==> src/rtl/pipeline_hazard_controller_if.sv <==
// Decode-side hazard control bundle: ID/EX hazard inputs, pipeline enables/flushes,
// the multi-cycle start handshake and the controller's debug state.
interface pipeline_hazard_controller_if;
    logic [4:0]  ID_rs1;
    logic [4:0]  ID_rs2;
    logic        ID_rs1_used;
    logic        ID_rs2_used;
    logic [4:0]  EX_RegDst;
    logic        EX_MemRead;
    logic        EX_is_mc;
    logic        Redirect;
    logic        MC_done;
    logic        PC_write;
    logic        IF_ID_write;
    logic        IF_ID_flush;
    logic        ID_EX_hold;
    logic        ID_EX_bubble;
    logic        EX_MEM_bubble;
    logic        MC_start;
    logic        MC_timeout;
    logic [31:0] Stall_cycles;
    logic [1:0]  state_dbg;

    // MC_start is a single-cycle pulse; MC_done is the unit's single-cycle completion pulse.
    modport master (
        output ID_rs1, ID_rs2, ID_rs1_used, ID_rs2_used, EX_RegDst, EX_MemRead,
               EX_is_mc, Redirect, MC_done,
        input  PC_write, IF_ID_write, IF_ID_flush, ID_EX_hold, ID_EX_bubble,
               EX_MEM_bubble, MC_start, MC_timeout, Stall_cycles, state_dbg
    );

    modport slave (
        input  ID_rs1, ID_rs2, ID_rs1_used, ID_rs2_used, EX_RegDst, EX_MemRead,
               EX_is_mc, Redirect, MC_done,
        output PC_write, IF_ID_write, IF_ID_flush, ID_EX_hold, ID_EX_bubble,
               EX_MEM_bubble, MC_start, MC_timeout, Stall_cycles, state_dbg
    );
endinterface

==> src/rtl/pipeline_hazard_controller.sv <==
// ID/EX hazard sequencer: load-use stalls, redirect flush/drain, and multi-cycle EX hold
// with a watchdog. Outputs are combinational from state and inputs.
module pipeline_hazard_controller #(
    parameter int unsigned REDIRECT_PENALTY = 0,
    parameter int unsigned MC_TIMEOUT       = 64
) (
    input  logic                         CLK,
    input  logic                         RESET,
    pipeline_hazard_controller_if.slave  bus
);
    localparam int WDOG_W = $clog2(MC_TIMEOUT + 1);
    localparam logic [WDOG_W-1:0] WDOG_MAX = WDOG_W'(MC_TIMEOUT);
    localparam logic [3:0]        PENALTY  = 4'(REDIRECT_PENALTY);

    typedef enum logic [1:0] {
        S_RUN     = 2'd0,
        S_MC_WAIT = 2'd1,
        S_DRAIN   = 2'd2
    } state_t;

    state_t            state;
    logic [3:0]        cnt;
    logic [WDOG_W-1:0] wdog;
    logic              mc_timeout_q;
    logic [31:0]       stall_q;

    logic load_use;
    logic pc_write, if_id_write, if_id_flush, id_ex_hold, id_ex_bubble, ex_mem_bubble, mc_start;

    // Writes to x0 never create a dependency.
    always_comb begin
        load_use = bus.EX_MemRead && (bus.EX_RegDst != 5'd0) &&
                   ((bus.ID_rs1_used && (bus.ID_rs1 == bus.EX_RegDst)) ||
                    (bus.ID_rs2_used && (bus.ID_rs2 == bus.EX_RegDst)));
    end

    always_comb begin
        pc_write      = 1'b1;
        if_id_write   = 1'b1;
        if_id_flush   = 1'b0;
        id_ex_hold    = 1'b0;
        id_ex_bubble  = 1'b0;
        ex_mem_bubble = 1'b0;
        mc_start      = 1'b0;
        if (RESET) begin
            pc_write     = 1'b0;
            if_id_write  = 1'b0;
            if_id_flush  = 1'b1;
            id_ex_bubble = 1'b1;
        end else begin
            case (state)
                S_RUN: begin
                    if (bus.Redirect) begin
                        if_id_flush  = 1'b1;
                        id_ex_bubble = 1'b1;
                    end else if (bus.EX_is_mc) begin
                        mc_start      = 1'b1;
                        pc_write      = 1'b0;
                        if_id_write   = 1'b0;
                        id_ex_hold    = 1'b1;
                        ex_mem_bubble = 1'b1;
                    end else if (load_use) begin
                        pc_write     = 1'b0;
                        if_id_write  = 1'b0;
                        id_ex_bubble = 1'b1;
                    end
                end
                S_MC_WAIT: begin
                    // On MC_done the pipeline resumes this cycle, so a pending load-use still applies.
                    if (bus.MC_done) begin
                        if (load_use) begin
                            pc_write     = 1'b0;
                            if_id_write  = 1'b0;
                            id_ex_bubble = 1'b1;
                        end
                    end else begin
                        pc_write      = 1'b0;
                        if_id_write   = 1'b0;
                        id_ex_hold    = 1'b1;
                        ex_mem_bubble = 1'b1;
                    end
                end
                S_DRAIN: begin
                    pc_write     = bus.Redirect;
                    if_id_flush  = 1'b1;
                    id_ex_bubble = 1'b1;
                end
                default: ;
            endcase
        end
    end

    always_ff @(posedge CLK) begin
        if (RESET) begin
            state        <= S_RUN;
            cnt          <= 4'd0;
            wdog         <= '0;
            mc_timeout_q <= 1'b0;
            stall_q      <= 32'd0;
        end else begin
            if (!pc_write) stall_q <= stall_q + 32'd1;
            case (state)
                S_RUN: begin
                    if (bus.Redirect) begin
                        if (PENALTY != 4'd0) begin
                            state <= S_DRAIN;
                            cnt   <= PENALTY;
                        end
                    end else if (bus.EX_is_mc) begin
                        state <= S_MC_WAIT;
                        wdog  <= WDOG_W'(1);
                    end
                end
                S_MC_WAIT: begin
                    if (wdog != WDOG_MAX) wdog <= wdog + WDOG_W'(1);
                    if (bus.MC_done) state <= S_RUN;
                    else if (wdog == WDOG_MAX) mc_timeout_q <= 1'b1;
                end
                S_DRAIN: begin
                    if (bus.Redirect) begin
                        cnt <= PENALTY;
                    end else begin
                        cnt <= cnt - 4'd1;
                        if (cnt == 4'd1) state <= S_RUN;
                    end
                end
                default: state <= S_RUN;
            endcase
        end
    end

    assign bus.PC_write      = pc_write;
    assign bus.IF_ID_write   = if_id_write;
    assign bus.IF_ID_flush   = if_id_flush;
    assign bus.ID_EX_hold    = id_ex_hold;
    assign bus.ID_EX_bubble  = id_ex_bubble;
    assign bus.EX_MEM_bubble = ex_mem_bubble;
    assign bus.MC_start      = mc_start;
    assign bus.MC_timeout    = mc_timeout_q;
    assign bus.Stall_cycles  = stall_q;
    assign bus.state_dbg     = state;
endmodule

==> src/flat_wrapper.sv <==
// flat-port wrapper written by rule: the top's interface ports become plain ports
module pipeline_hazard_controller_flat 
#(
    parameter int unsigned REDIRECT_PENALTY = 0,
    parameter int unsigned MC_TIMEOUT       = 64
)
  (CLK, RESET, bus_ID_rs1, bus_ID_rs2, bus_ID_rs1_used, bus_ID_rs2_used, bus_EX_RegDst, bus_EX_MemRead, bus_EX_is_mc, bus_Redirect, bus_MC_done, bus_PC_write, bus_IF_ID_write, bus_IF_ID_flush, bus_ID_EX_hold, bus_ID_EX_bubble, bus_EX_MEM_bubble, bus_MC_start, bus_MC_timeout, bus_Stall_cycles, bus_state_dbg);
  pipeline_hazard_controller_if bus_i ();
  input  logic CLK;
  input  logic RESET;
  input wire logic [$bits(bus_i.ID_rs1)-1:0] bus_ID_rs1;
  input wire logic [$bits(bus_i.ID_rs2)-1:0] bus_ID_rs2;
  input wire logic [$bits(bus_i.ID_rs1_used)-1:0] bus_ID_rs1_used;
  input wire logic [$bits(bus_i.ID_rs2_used)-1:0] bus_ID_rs2_used;
  input wire logic [$bits(bus_i.EX_RegDst)-1:0] bus_EX_RegDst;
  input wire logic [$bits(bus_i.EX_MemRead)-1:0] bus_EX_MemRead;
  input wire logic [$bits(bus_i.EX_is_mc)-1:0] bus_EX_is_mc;
  input wire logic [$bits(bus_i.Redirect)-1:0] bus_Redirect;
  input wire logic [$bits(bus_i.MC_done)-1:0] bus_MC_done;
  output wire logic [$bits(bus_i.PC_write)-1:0] bus_PC_write;
  output wire logic [$bits(bus_i.IF_ID_write)-1:0] bus_IF_ID_write;
  output wire logic [$bits(bus_i.IF_ID_flush)-1:0] bus_IF_ID_flush;
  output wire logic [$bits(bus_i.ID_EX_hold)-1:0] bus_ID_EX_hold;
  output wire logic [$bits(bus_i.ID_EX_bubble)-1:0] bus_ID_EX_bubble;
  output wire logic [$bits(bus_i.EX_MEM_bubble)-1:0] bus_EX_MEM_bubble;
  output wire logic [$bits(bus_i.MC_start)-1:0] bus_MC_start;
  output wire logic [$bits(bus_i.MC_timeout)-1:0] bus_MC_timeout;
  output wire logic [$bits(bus_i.Stall_cycles)-1:0] bus_Stall_cycles;
  output wire logic [$bits(bus_i.state_dbg)-1:0] bus_state_dbg;
  assign bus_i.ID_rs1 = bus_ID_rs1;
  assign bus_i.ID_rs2 = bus_ID_rs2;
  assign bus_i.ID_rs1_used = bus_ID_rs1_used;
  assign bus_i.ID_rs2_used = bus_ID_rs2_used;
  assign bus_i.EX_RegDst = bus_EX_RegDst;
  assign bus_i.EX_MemRead = bus_EX_MemRead;
  assign bus_i.EX_is_mc = bus_EX_is_mc;
  assign bus_i.Redirect = bus_Redirect;
  assign bus_i.MC_done = bus_MC_done;
  assign bus_PC_write = bus_i.PC_write;
  assign bus_IF_ID_write = bus_i.IF_ID_write;
  assign bus_IF_ID_flush = bus_i.IF_ID_flush;
  assign bus_ID_EX_hold = bus_i.ID_EX_hold;
  assign bus_ID_EX_bubble = bus_i.ID_EX_bubble;
  assign bus_EX_MEM_bubble = bus_i.EX_MEM_bubble;
  assign bus_MC_start = bus_i.MC_start;
  assign bus_MC_timeout = bus_i.MC_timeout;
  assign bus_Stall_cycles = bus_i.Stall_cycles;
  assign bus_state_dbg = bus_i.state_dbg;
  pipeline_hazard_controller #(.REDIRECT_PENALTY(REDIRECT_PENALTY), .MC_TIMEOUT(MC_TIMEOUT)) u_core (.CLK(CLK), .RESET(RESET), .bus(bus_i));
endmodule
==> config.mk <==
export PLATFORM = sky130hd
export DESIGN_NAME = pipeline_hazard_controller_flat
export DESIGN_NICKNAME = d
export VERILOG_FILES = /design/src/rtl/pipeline_hazard_controller_if.sv /design/src/rtl/pipeline_hazard_controller.sv /design/src/flat_wrapper.sv
export SDC_FILE = /design/constraint.sdc
export NUM_CORES = 1
export LEC_CHECK = 0
export ABC_AREA = 1
export BUFFER_PORTS_ARGS = -buffer_cell sky130_fd_sc_hd__buf_2
export CAP_MARGIN = 10
export CORE_ASPECT_RATIO = 1.25
export CORE_MARGIN = 10
export CORE_UTILIZATION = 59
export DETAILED_ROUTE_END_ITERATION = 10
export PLACE_DENSITY = 0.91
export SLEW_MARGIN = 25
export SYNTH_ARGS = -nofsm -noshare
export SYNTH_HDL_FRONTEND = slang
export SYNTH_SLANG_ARGS = --single-unit
==> constraint.sdc <==
create_clock -name CLK -period 2.8 [get_ports CLK]
set_input_delay 0.28 -clock CLK [delete_from_list [all_inputs] [get_ports CLK]]
set_output_delay 0.28 -clock CLK [all_outputs]
set_load 0.1 [all_outputs]
-- Yosys cells after proc, flatten, opt, wreduce, memory -nomap -nowiden
Index checks and enable logic that the tools add are counted.
- register bits after elaboration: 46
- input port bits: 23
- output and inout port bits: 42
- word-level logic and storage cells: 68
- add/subtract/negate cells: 3
- equality and inequality tests: 13
- multiplexer cells: 35
- bitwise logic cells: 1
- reduce and logical (&&, ||, !) cells: 11
- operators by type and width (cell ; count):
    adder 32 x 1 -> 32 bit, second input constant ; 1
    2-to-1 mux 7 bit ; 3
    2-to-1 mux 1 bit ; 19
    case mux 7 bit (2 select lines) ; 1
    == test 5 bit ; 2
    2-to-1 mux 2 bit ; 5
    != test 2 bit, second input constant ; 4
    adder 7 x 1 -> 7 bit, second input constant ; 1
    == test 7 bit, second input constant ; 1
    != test 7 bit, second input constant ; 1
    case mux 1 bit (2 select lines) ; 3
    case mux 1 bit (3 select lines) ; 2
    case mux 2 bit (3 select lines) ; 1
    AND reduction 5 bit ; 1
    nonzero test 5 bit ; 1
    == test 4 x 1 -> 1 bit, second input constant ; 1
    logical AND 1 bit ; 4
    2-to-1 mux 4 bit ; 1
    != test 2 x 1 -> 1 bit, second input constant ; 2
    AND reduction 4 bit ; 1
    subtractor 4 x 1 -> 4 bit, second input constant ; 1
    AND reduction 3 bit ; 1
    == test 2 x 1 -> 1 bit, second input constant ; 1
    == test 2 bit, second input constant ; 1
    4 further kinds ; 4

-- Longest topological paths before layout
Gate-level depths: netlist of run 1.
- depth in word-level cells: 9
- gate-level depth with buffers: 13
- mapped depth without buffers: 12

-- Worst setup path after synthesis of run 1
No wires, ideal clock.
- kind: register to output
- start: register u_core.state[0], in the netlist u_core.bus.state_dbg[0]
- end: output bus_ID_EX_hold
- arrival: 4.312 ns
- data required time: 2.520 ns
- setup slack: -1.792 ns
- cell stages (with the launch flop): 8
- buffers on the path: 3
- path through: dfxtp_1 -> buf_2 -> nor2_1 -> inv_2 -> buf_2 -> nand2_1 -> nor2_1 -> buf_4
- cells in the longest elaborated chain, start to end: 3
- elaborated cells between the ends (all ways): 4
- classes of those cells: 1 x eq/ne; 2 x mux; 1 x reduce/logical
- RTL lines (what ; line ; source):
    start, declared ; pipeline_hazard_controller.sv:21 ; state_t state;
    start signal, assigned ; pipeline_hazard_controller.sv:95 ; state <= S_RUN;
    start signal, assigned ; pipeline_hazard_controller.sv:106 ; state <= S_DRAIN;
    start signal, assigned ; pipeline_hazard_controller.sv:110 ; state <= S_MC_WAIT;
    == test 2 x 1 -> 1 bit or logical NOT 2 bit (tied branches) ; -- ;
    case mux 1 bit (2 select lines) (*) ; -- ;
    2-to-1 mux 1 bit (*) ; -- ;
    end, declared ; flat_wrapper.sv:23 ; output wire logic [$bits(bus_i.ID_EX_hold)-1:0] bus_ID_EX_hold;
Mark *: on every way between the ends. The rest lies on a longest branch, timed or not.

-- Worst setup path after layout of run 1
- start: register u_core.state[0], in the netlist u_core.bus.state_dbg[0]
- end: output bus_PC_write
- cells in the longest elaborated chain, start to end: 3
- elaborated cells between the ends (all ways): 5
- classes of those cells: 2 x eq/ne; 2 x mux; 1 x reduce/logical
- RTL lines (what ; line ; source):
    == test 2 bit (tied with other cells) ; pipeline_hazard_controller.sv:51 ; case (state)
    case mux 1 bit (3 select lines) (*) ; pipeline_hazard_controller.sv:51 ;
    2-to-1 mux 1 bit (*) ; pipeline_hazard_controller.sv:45 ; if (RESET) begin
    end, declared ; flat_wrapper.sv:20 ; output wire logic [$bits(bus_i.PC_write)-1:0] bus_PC_write;
Marked as above.

==> results of run 1 <==
==> through the flow <==
| stage | std cells | instance area (um2) | hold slack, ns | setup WS [ns] | total power [mW] |
|---|---|---|---|---|---|
| 2_1_floorplan | 471 | 2830 | 0.454 | 0.147 | 0.792 |
| 3_3_place_gp | 580 | 3130 | 0.445 | 0.633 | 0.820 |
| 3_5_place_dp | 580 | 3130 | 0.450 | 0.539 | 0.827 |
| 4_1_cts | 588 | 3240 | 0.297 | 0.280 | 1.30 |
| 5_1_grt | 588 | 3240 | 0.326 | 0.137 | 1.33 |
| 6_report | 588 | 3240 | 0.296 | 0.279 | 1.29 |
==> critical path: stages (launching register included) <==
cell and delay (ns):
dfxtp_4 0.40, nor2_1 0.15, a21oi_1 0.08, inv_1 0.20, nand2_4 0.21, nand2_4 0.21
nand2_2 0.15, inv_1 0.11, buf_2 0.43
==> kinds of logic after synthesis <==
| logic type | Yosys count | synth area share (%) |
|---|---|---|
| AOI/OAI and AO/OA | 33 | 6.15 |
| and+or+nand+nor | 298 | 47.7 |
| DFF | 41 | 29.2 |
| adders and majority gates | 3 | 1.34 |
| buffers and inverters | 87 | 12.9 |
| other | 1 | 0.134 |
| xor gates and xnor gates | 8 | 2.50 |
==> state kept, by name, summed over array words and instances, names as in the netlist <==
signal,flops
u_core.bus.Stall_cycles,32
u_core.wdog,7
u_core.bus.MC_timeout,1
u_core.bus.state_dbg,1
==> area by class of cell <==
cell class                 count  area [um2]
multi-input combinational    343        1640
sequential                    41         825
tap                           60        75.1
fill                         424        1420
timing repair buffer          63         315
clock inverter                 2        35.0
inverter                      73         274
clock buffer                   6        72.6
==> cell usage in the layout, fill, tap and decap left out, types with 2 or more instances in the layout <==
cell	Yosys	final
a21oi_1	19	19
and3_1	2	2
buf_2	5	63
clkbuf_8	0	5
dfxtp_1	41	40
ha_1	3	3
inv_1	69	69
inv_2	4	4
nand2_1	129	128
nand2_2	3	3
nand2_4	2	3
nand3_1	43	43
nand3_2	3	3
nand3b_1	6	6
nand4_1	13	13
nor2_1	75	74
nor2_2	3	3
nor2_4	1	2
nor3_1	11	10
nor3_2	4	5
o21ai_0	6	6
o21ai_1	5	5
o21bai_1	2	2
xnor2_1	5	5
xor2_1	3	3
==> worst max-delay path by stage <==
stage / end / start
floorplan: bus_ID_EX_hold / u_core.bus.state_dbg[0]
global placement: bus_IF_ID_write / bus_EX_RegDst[2]
detailed placement: bus_PC_write / bus_EX_RegDst[2]
CTS: bus_PC_write / u_core.bus.state_dbg[0]
global route: bus_IF_ID_write / u_core.bus.state_dbg[0]
finish: bus_PC_write / u_core.bus.state_dbg[0]
==> power by group through the flow <==
stage               clock network, mW  registers, mW  logic (mW)
finish                          0.473          0.598       0.217
global route                    0.501          0.599       0.233
CTS                             0.481          0.597       0.217
detailed placement                  0          0.611       0.216
global placement                    0          0.610       0.210
floorplan                           0          0.633       0.159
==> routing by layer <==
layer | vias up | routed length, um
met2 | 81 | 3820
met3 | 8 | 386
met1 | 1374 | 3030
li1 | 1579 | -
met4 | 0 | 112
met5 | - | 0
==> metrics.txt, run 1 <==
Max Root-Sink Buffers=2; # port buffers=63; flop and latch count out of synthesis=41; Final ANT Viol Nets=0; combinational power share=16.8%; period utilization=90.0%; RePlAce Congestion=0.924; Die Width=81.7 um; RSZ-0062 raised after global routing=false; leading area contributor after synthesis=dfxtp_1; clock-pin slew on the worst setup and hold paths=0.08 ns; die height=97.1 um; top-count cell post-synth=nand2_1; critical path data arrival time=2.24 ns; critical register-to-register path endpoint=u_core.bus.Stall_cycles[20]; slew margin rel.=58.6%; Hold Fails Final Rpt=0; GRT met1 Usage=20.1%; RR Startpoint=u_core.bus.Stall_cycles[1]; Post-synth EDFFs=0; DRC errors left=0; CTS Root Cell=clkbuf_8; most frequent cells after synthesis=nand2_1 (129), nor2_1 (75), inv_1 (69); met3 usage=4.35%; Avg Cell Area, Syn=5.96 um2; Final nets=553; Worst Hold Depth=3; r2r worst-path depth=11; ys async rst share=0%; startpoint types=flop; sequential-to-total area share from yosys stat=29.2%; PD cells=397 nW/um2; R2R Setup Slk=0.94 ns; Worst Skew=0.00998 ns; gr usage total=18.3%; WHS Endpoint=u_core.bus.MC_timeout; top cell type's share of synthesized area=29.2%; Top FF cell, synth=dfxtp_1; Post-Route WL=7.36 mm; row count=28; maximum achievable frequency=0.397 GHz; Clk Latency, worst-skew pair=0.30 ns; switching share of total power=30.4%; clk sinks=41; antenna violations before repair=0; Synth Cell Area=2810 um2; Final Max Slew Viols=0; H-tree Lvls=2; Area Growth Syn to Fin=15.4%; Slew @ Worst Pin=0.619 ns; hold_buf cts=0; setup TNS=0 ns; Die Footprint=7940 um2; yosys warns=0; DR pass1 iterations=4; met2 usage=32.7%; endpoint class of the critical path=output pin; kind of critical path=flop to output pin; status=finished clean; minimum clock period=2.52 ns; Mapped Nets=497; Detail Placement HPWL=5.70 mm; cts bufs inserted=5; Required @ worst endpoint=2.52 ns; number of global-route vias before repair=2881; DR vias=3042; largest net degree at the start of global routing=37; Initial Utilization=60.3%; maximum ir drop on the vdd rail=0.206 mV; core area=4660 um2; DRT iter0 DRCs=202; max-cap viol count=0; Worst Hold Class=input port to flop; HP Start=bus_MC_done; postcts setup bufs=0; Final Util=69.5%; GRT busiest layer=met2; Post-Syn Instances=471; synth top area cells=dfxtp_1 (29%), nand2_1 (17%), nor2_1 (10%); CTS resizes=0; DR vias/cell=5.17; Remaining Overflow, GRT=0; count of cell types in the netlist=33; fraction of layout cells with a size suffix above 1=18.2%; Clock power frac=36.8%; crit-path max FO=23; Sequential Power Share=46.4%; antenna cells=0; final setup violation count=0; drt wl/cell=12.5 um; first-pass GRT wire length=12.1 mm; CTS tree=built; Ports=65; Static Leak=1.51 nW; Psw=392 uW; P_int=896 uW
Power figures use the tool's default switching activity.
==> run 2: changes to the inputs <==
--- a/config.mk
+++ b/config.mk
@@ -12,7 +12,7 @@
 export CORE_MARGIN = 10
 export CORE_UTILIZATION = 59
 export DETAILED_ROUTE_END_ITERATION = 10
-export PLACE_DENSITY = 0.91
+export PLACE_DENSITY = 0.86
 export SLEW_MARGIN = 25
 export SYNTH_ARGS = -nofsm -noshare
 export SYNTH_HDL_FRONTEND = slang
==> run 2 against run 1 <==
Via count is 0.56% higher. Setup slack better by 0.039 ns. Worst hold slack better by 0.017 ns. Critical endpoint unchanged.
==> metrics.txt, run 2 (synthesized netlist as in run 1, its figures left out) <==
fraction of layout cells with a size suffix above 1=18.5%; max-cap viol count=0; Max Root-Sink Buffers=2; Die Footprint=7940 um2; die height=97.1 um; family with the most delay on the worst path=buffers and inverters; commonest non-fill, non-tap cell in the layout=nand2_1; Remaining Overflow, GRT=0; critical register-to-register path endpoint=u_core.bus.Stall_cycles[28]; antenna violations before repair=0; clock-pin slew on the worst setup and hold paths=0.08 ns; Final Util=70.0%; Post-Route WL=7.31 mm; met3 usage=4.17%; RSZ-0062 raised after global routing=false; CP bufs+invs=3; # port buffers=63; Clk Latency, worst-skew pair=0.30 ns; GRT met1 Usage=20.4%; crit-path max FO=23; critical path data arrival time=2.20 ns; gr usage total=18.5%; stages on the worst setup path=8; DR vias/cell=5.19; RR Startpoint=u_core.bus.Stall_cycles[1]; Initial Utilization=60.3%; DRC errors left=0; DR pass1 iterations=5; endpoint class of the critical path=output pin; R2R Setup Slk=0.89 ns; largest net degree at the start of global routing=25; most frequent cells in the layout=nand2_1 (128), nor2_1 (74), inv_1 (69); startpoint types=flop; clk sinks=41; met2 usage=33.4%; setup TNS=0 ns; H-tree Lvls=2; worst path cell trace=nor2_1, a21oi_1, inv_1, nand2_4, nand2_4, nand2_2, inv_1, buf_2; kind of critical path=flop to output pin; Hold Fails Final Rpt=0; crit path launch=u_core.bus.state_dbg[0]; Static Leak=1.52 nW; maximum achievable frequency=0.403 GHz; Placement Cell Area=3140 um2; status=finished clean; Total Power=1.31 mW; Final nets=554; DRT iter0 DRCs=199; r2r worst-path depth=11; drt wl/cell=12.4 um; GRT busiest layer=met2; PD cells=403 nW/um2; antenna cells=0; Worst Skew=0.00834 ns; Required @ worst endpoint=2.52 ns; CTS resizes=0; Critical path destination=bus_PC_write; minimum clock period=2.48 ns; Area Growth Syn to Fin=16.1%; Crit path largest cell delay=0.43 ns; core area=4660 um2; cell area after layout=3260 um2; final setup violation count=0; Detail Placement HPWL=5.82 mm; CTS tree=built; number of global-route vias before repair=2869; first-pass GRT wire length=12.4 mm; Final Max Slew Viols=0; Die Width=81.7 um; RePlAce Congestion=0.893; Worst Hold Class=input port to flop; max reg flops=32; CP max stage cell=buf_2; postcts setup bufs=0; row count=28; cts bufs inserted=5; period utilization=88.6%; CTS Root Cell=clkbuf_8; DR vias=3059; hold_buf cts=0; Setup WS post-layout=0.318 ns; maximum ir drop on the vdd rail=0.217 mV; Ports=65; dpl ws=0.544 ns; Final ANT Viol Nets=0
-- run 2: changes by cell type in the layout (fill, tap and decap cells not counted), sizes merged --
cell / before / now
buf: 63 / 64
clkinv: 1 / 0
clkinvlp: 0 / 1
-- run 2: cell type report --
cell class                      instances  area, um2
Clock inverter                          2       37.5
Multi-Input combinational cell        343       1640
Timing Repair Buffer                   64        323
Sequential cell                        41        825
Tap cell                               60       75.1
Clock buffer                            6       82.6
Inverter                               73        274
Fill cell                             432       1400
-- run 2: worst min path at each step --
stage                     startpoint               endpoint  slack, ns  cells after the start
2_1_floorplan         u_core.wdog[6]         u_core.wdog[6]       0.45                      2
3_3_place_gp   u_core.bus.MC_timeout  u_core.bus.MC_timeout       0.45                      1
3_5_place_dp   u_core.bus.MC_timeout  u_core.bus.MC_timeout       0.46                      1
4_1_cts                  bus_MC_done  u_core.bus.MC_timeout       0.31                      3
5_1_grt                  bus_MC_done  u_core.bus.MC_timeout       0.33                      3
6_report                 bus_MC_done  u_core.bus.MC_timeout       0.31                      3
-- run 2: where the power goes --
part / leakage, nW / internal, mW / switching (mW) / total [mW]
clock: 0.0574 / 0.290 / 0.212 / 0.502
combinational: 1.13 / 0.0443 / 0.172 / 0.216
sequential: 0.332 / 0.588 / 0.00941 / 0.597
-- run 2: metrics by stage --
step | hold WS, ns | cells
3_5_place_dp | 0.458 | 581
2_1_floorplan | 0.454 | 471
4_1_cts | 0.311 | 589
5_1_grt | 0.328 | 589
6_report | 0.313 | 589
3_3_place_gp | 0.446 | 581
-- run 2: worst reg2reg max path: stages (launching register included) --
cell and delay (ns):
dfxtp_1 0.43, ha_1 0.21, inv_1 0.06, nor2_1 0.17, nand2_1 0.13, nor2_2 0.18
nand3b_1 0.17, nor3_2 0.16, nand3_2 0.11, nand2_1 0.08, nand2_1 0.05, nor2_1 0.10
-- run 2: layer usage --
layer,share of wire [%],up-vias
met3,5.8,14
met1,41,1369
met2,52,93
li1,-,1583
met4,1.7,0
met5,0,-
==> run 3: changes to the inputs <==
--- a/config.mk
+++ b/config.mk
@@ -7,12 +7,12 @@
 export LEC_CHECK = 0
 export ABC_AREA = 1
 export BUFFER_PORTS_ARGS = -buffer_cell sky130_fd_sc_hd__buf_2
-export CAP_MARGIN = 10
+export CAP_MARGIN = 20
 export CORE_ASPECT_RATIO = 1.25
 export CORE_MARGIN = 10
-export CORE_UTILIZATION = 59
+export CORE_UTILIZATION = 54
 export DETAILED_ROUTE_END_ITERATION = 10
-export PLACE_DENSITY = 0.86
+export PLACE_DENSITY = 0.8
 export SLEW_MARGIN = 25
 export SYNTH_ARGS = -nofsm -noshare
 export SYNTH_HDL_FRONTEND = slang
==> constraint.sdc (replaced) <==
create_clock -name CLK -period 2.4 [get_ports CLK]
set_input_delay 0.24 -clock CLK [delete_from_list [all_inputs] [get_ports CLK]]
set_output_delay 0.24 -clock CLK [all_outputs]
set_load 0.1 [all_outputs]
==> run 3 against run 2 <==
Clock-buffer cell count shrank 1. Via count is essentially flat. Critical path type unchanged. Sequential share of layout area shrank 0.34 points. Setup slack lost 0.15 ns. Critical endpoint is now bus_IF_ID_write. Routed wire length grew 0.85%. Clock skew grew 0.0014 ns. Final area grew 1.3%. Die area grew 7.1%.
==> metrics.txt, run 3 (synthesized netlist as in run 1, its figures left out) <==
maximum achievable frequency=0.448 GHz; RSZ-0062 raised after global routing=false; Initial Utilization=55.7%; cell area after layout=3300 um2; Psw=479 uW; crit-path most repeated cell=nand2_4; Final nets=556; Final Max Slew Viols=0; CTS Root Cell=clkbuf_8; antenna violations before repair=0; switching share of total power=33.3%; RePlAce Congestion=0.907; final setup violation count=0; RR Startpoint=u_core.bus.Stall_cycles[0]; r2r worst-path depth=11; PD cells=435 nW/um2; crit-path max FO=24; Remaining Overflow, GRT=0; largest net degree at the start of global routing=25; maximum ir drop on the vdd rail=0.377 mV; Clk Latency, worst-skew pair=0.30 ns; Detail Placement HPWL=5.85 mm; core area=5040 um2; CP max stage cell=dfxtp_4; Die Footprint=8500 um2; clock-pin slew on the worst setup and hold paths=0.09 ns; fill cell count=472; Multi-input gate area=1660 um2; antenna cells=0; Die Width=84.5 um; Worst Hold Class=input port to flop; Crit path largest cell delay=0.45 ns; Max Root-Sink Buffers=2; max reg flops=32; max-cap viol count=0; status=finished clean; Ports=65; DRT iter0 DRCs=160; critical register-to-register path endpoint=u_core.bus.Stall_cycles[28]; row count=29; drt wl/cell=12.4 um; die height=101 um; Post-Layout Cell Count=593; DR vias=3058; cts bufs inserted=5; first-pass GRT wire length=12.5 mm; Placement Cell Area=3200 um2; Seq. cell area=825 um2; combinational power share=19.1%; Total Power=1.44 mW; commonest non-fill, non-tap cell in the layout=nand2_1; worst path cell trace=nor2_1, inv_2, nand2_4, nand2_4, clkinvlp_4, buf_12; Worst Skew=0.00971 ns; endpoint class of the critical path=output pin; postcts setup bufs=0; minimum clock period=2.23 ns; CTS tree=built; R2R Setup Slk=0.56 ns; critical path data arrival time=1.99 ns; kind of critical path=flop to output pin; Hold Fails Final Rpt=0; period utilization=93.0%; P_int=958 uW; Area Growth Syn to Fin=17.7%; Static Leak=1.52 nW; hold slack final=0.271 ns; WHS Endpoint=u_core.bus.MC_timeout; startpoint types=flop; number of global-route vias before repair=2984; DRC errors left=0; DR pass1 iterations=5; fraction of layout cells with a size suffix above 1=19.4%; clk sinks=41; gr usage total=16.9%; Final ANT Viol Nets=0; H-tree Lvls=2; Worst Hold Depth=3; Post-Route WL=7.37 mm; HP Start=bus_MC_done; # port buffers=63; most frequent cells in the layout=nand2_1 (128), nor2_1 (74), inv_1 (68); DR vias/cell=5.16; Sequential Power Share=48.5%; Required @ worst endpoint=2.16 ns; Cells after DPL=585; Clock power frac=32.4%
-- run 3: cell types whose count changed in the layout (fill, tap and decap cells not counted), moves of 2 or more --
cell	before	now
buf_12	0	2
buf_4	1	3
buf_2	63	60
clkinv_4	0	2
-- run 3: layer usage --
layer | global-route usage [%] | share of wire (%) | vias to the layer above
li1 | - | - | 1592
met1 | 17.8 | 41 | 1351
met4 | 6.98 | 2.3 | 0
met3 | 4.21 | 7.0 | 16
met2 | 31.2 | 50 | 99
met5 | 0 | 0 | -
-- run 3: critical path: cells and delay by family, from the launching register on --
family                 cells  cell delay (ns)
flip-flops                 1             0.45
buffers and inverters      3             0.73
AND/OR/NAND/NOR            3             0.49
-- run 3: power by group through the flow --
stage               logic, mW  registers (mW)  clock network (mW)
finish                  0.275           0.697               0.466
detailed placement      0.273           0.713                   0
global route            0.297           0.699               0.506
CTS                     0.274           0.697               0.479
global placement        0.268           0.713                   0
floorplan               0.191           0.738                   0
-- run 3: cell type report --
cell class / count / share of cell area (%)
Clock buffer: 5 / 2.08
Inverter: 73 / 8.41
Multi-Input combinational cell: 343 / 50.3
Clock inverter: 3 / 0.682
Timing Repair Buffer: 66 / 11.2
Tap cell: 62 / 2.35
Sequential cell: 41 / 25.0
-- run 3: timing repair --
action | CTS | global route
hold buffers | 0 | 0
endpoints found under the setup margin | 0 | 3
resized for setup | 0 | 3
hold endpoints to repair | 0 | 0
-- run 3: how the worst max path moves through the flow --
stage	from	cells after the start	endpoint	slack [ns]
2_1_floorplan	u_core.bus.state_dbg[0]	7	bus_ID_EX_hold	-0.15
4_1_cts	u_core.wdog[0]	6	bus_MC_start	0.06
6_report	u_core.bus.state_dbg[0]	6	bus_IF_ID_write	0.17
5_1_grt	u_core.wdog[0]	6	bus_MC_start	0.02
3_3_place_gp	u_core.bus.state_dbg[0]	6	bus_IF_ID_write	0.47
3_5_place_dp	u_core.wdog[0]	6	bus_MC_start	0.41
-- run 3: metrics by stage --
| stage | util, % | setup slack (ns) | TNS [ns] |
|---|---|---|---|
| after floorplan | - | -0.154 | -0.154 |
| after global placement | 63.5 | 0.474 | 0 |
| after detailed placement | 63.5 | 0.405 | 0 |
| after CTS | 65.3 | 0.0646 | 0 |
| after global routing | 65.5 | 0.0194 | 0 |
| final | 65.5 | 0.167 | 0 |
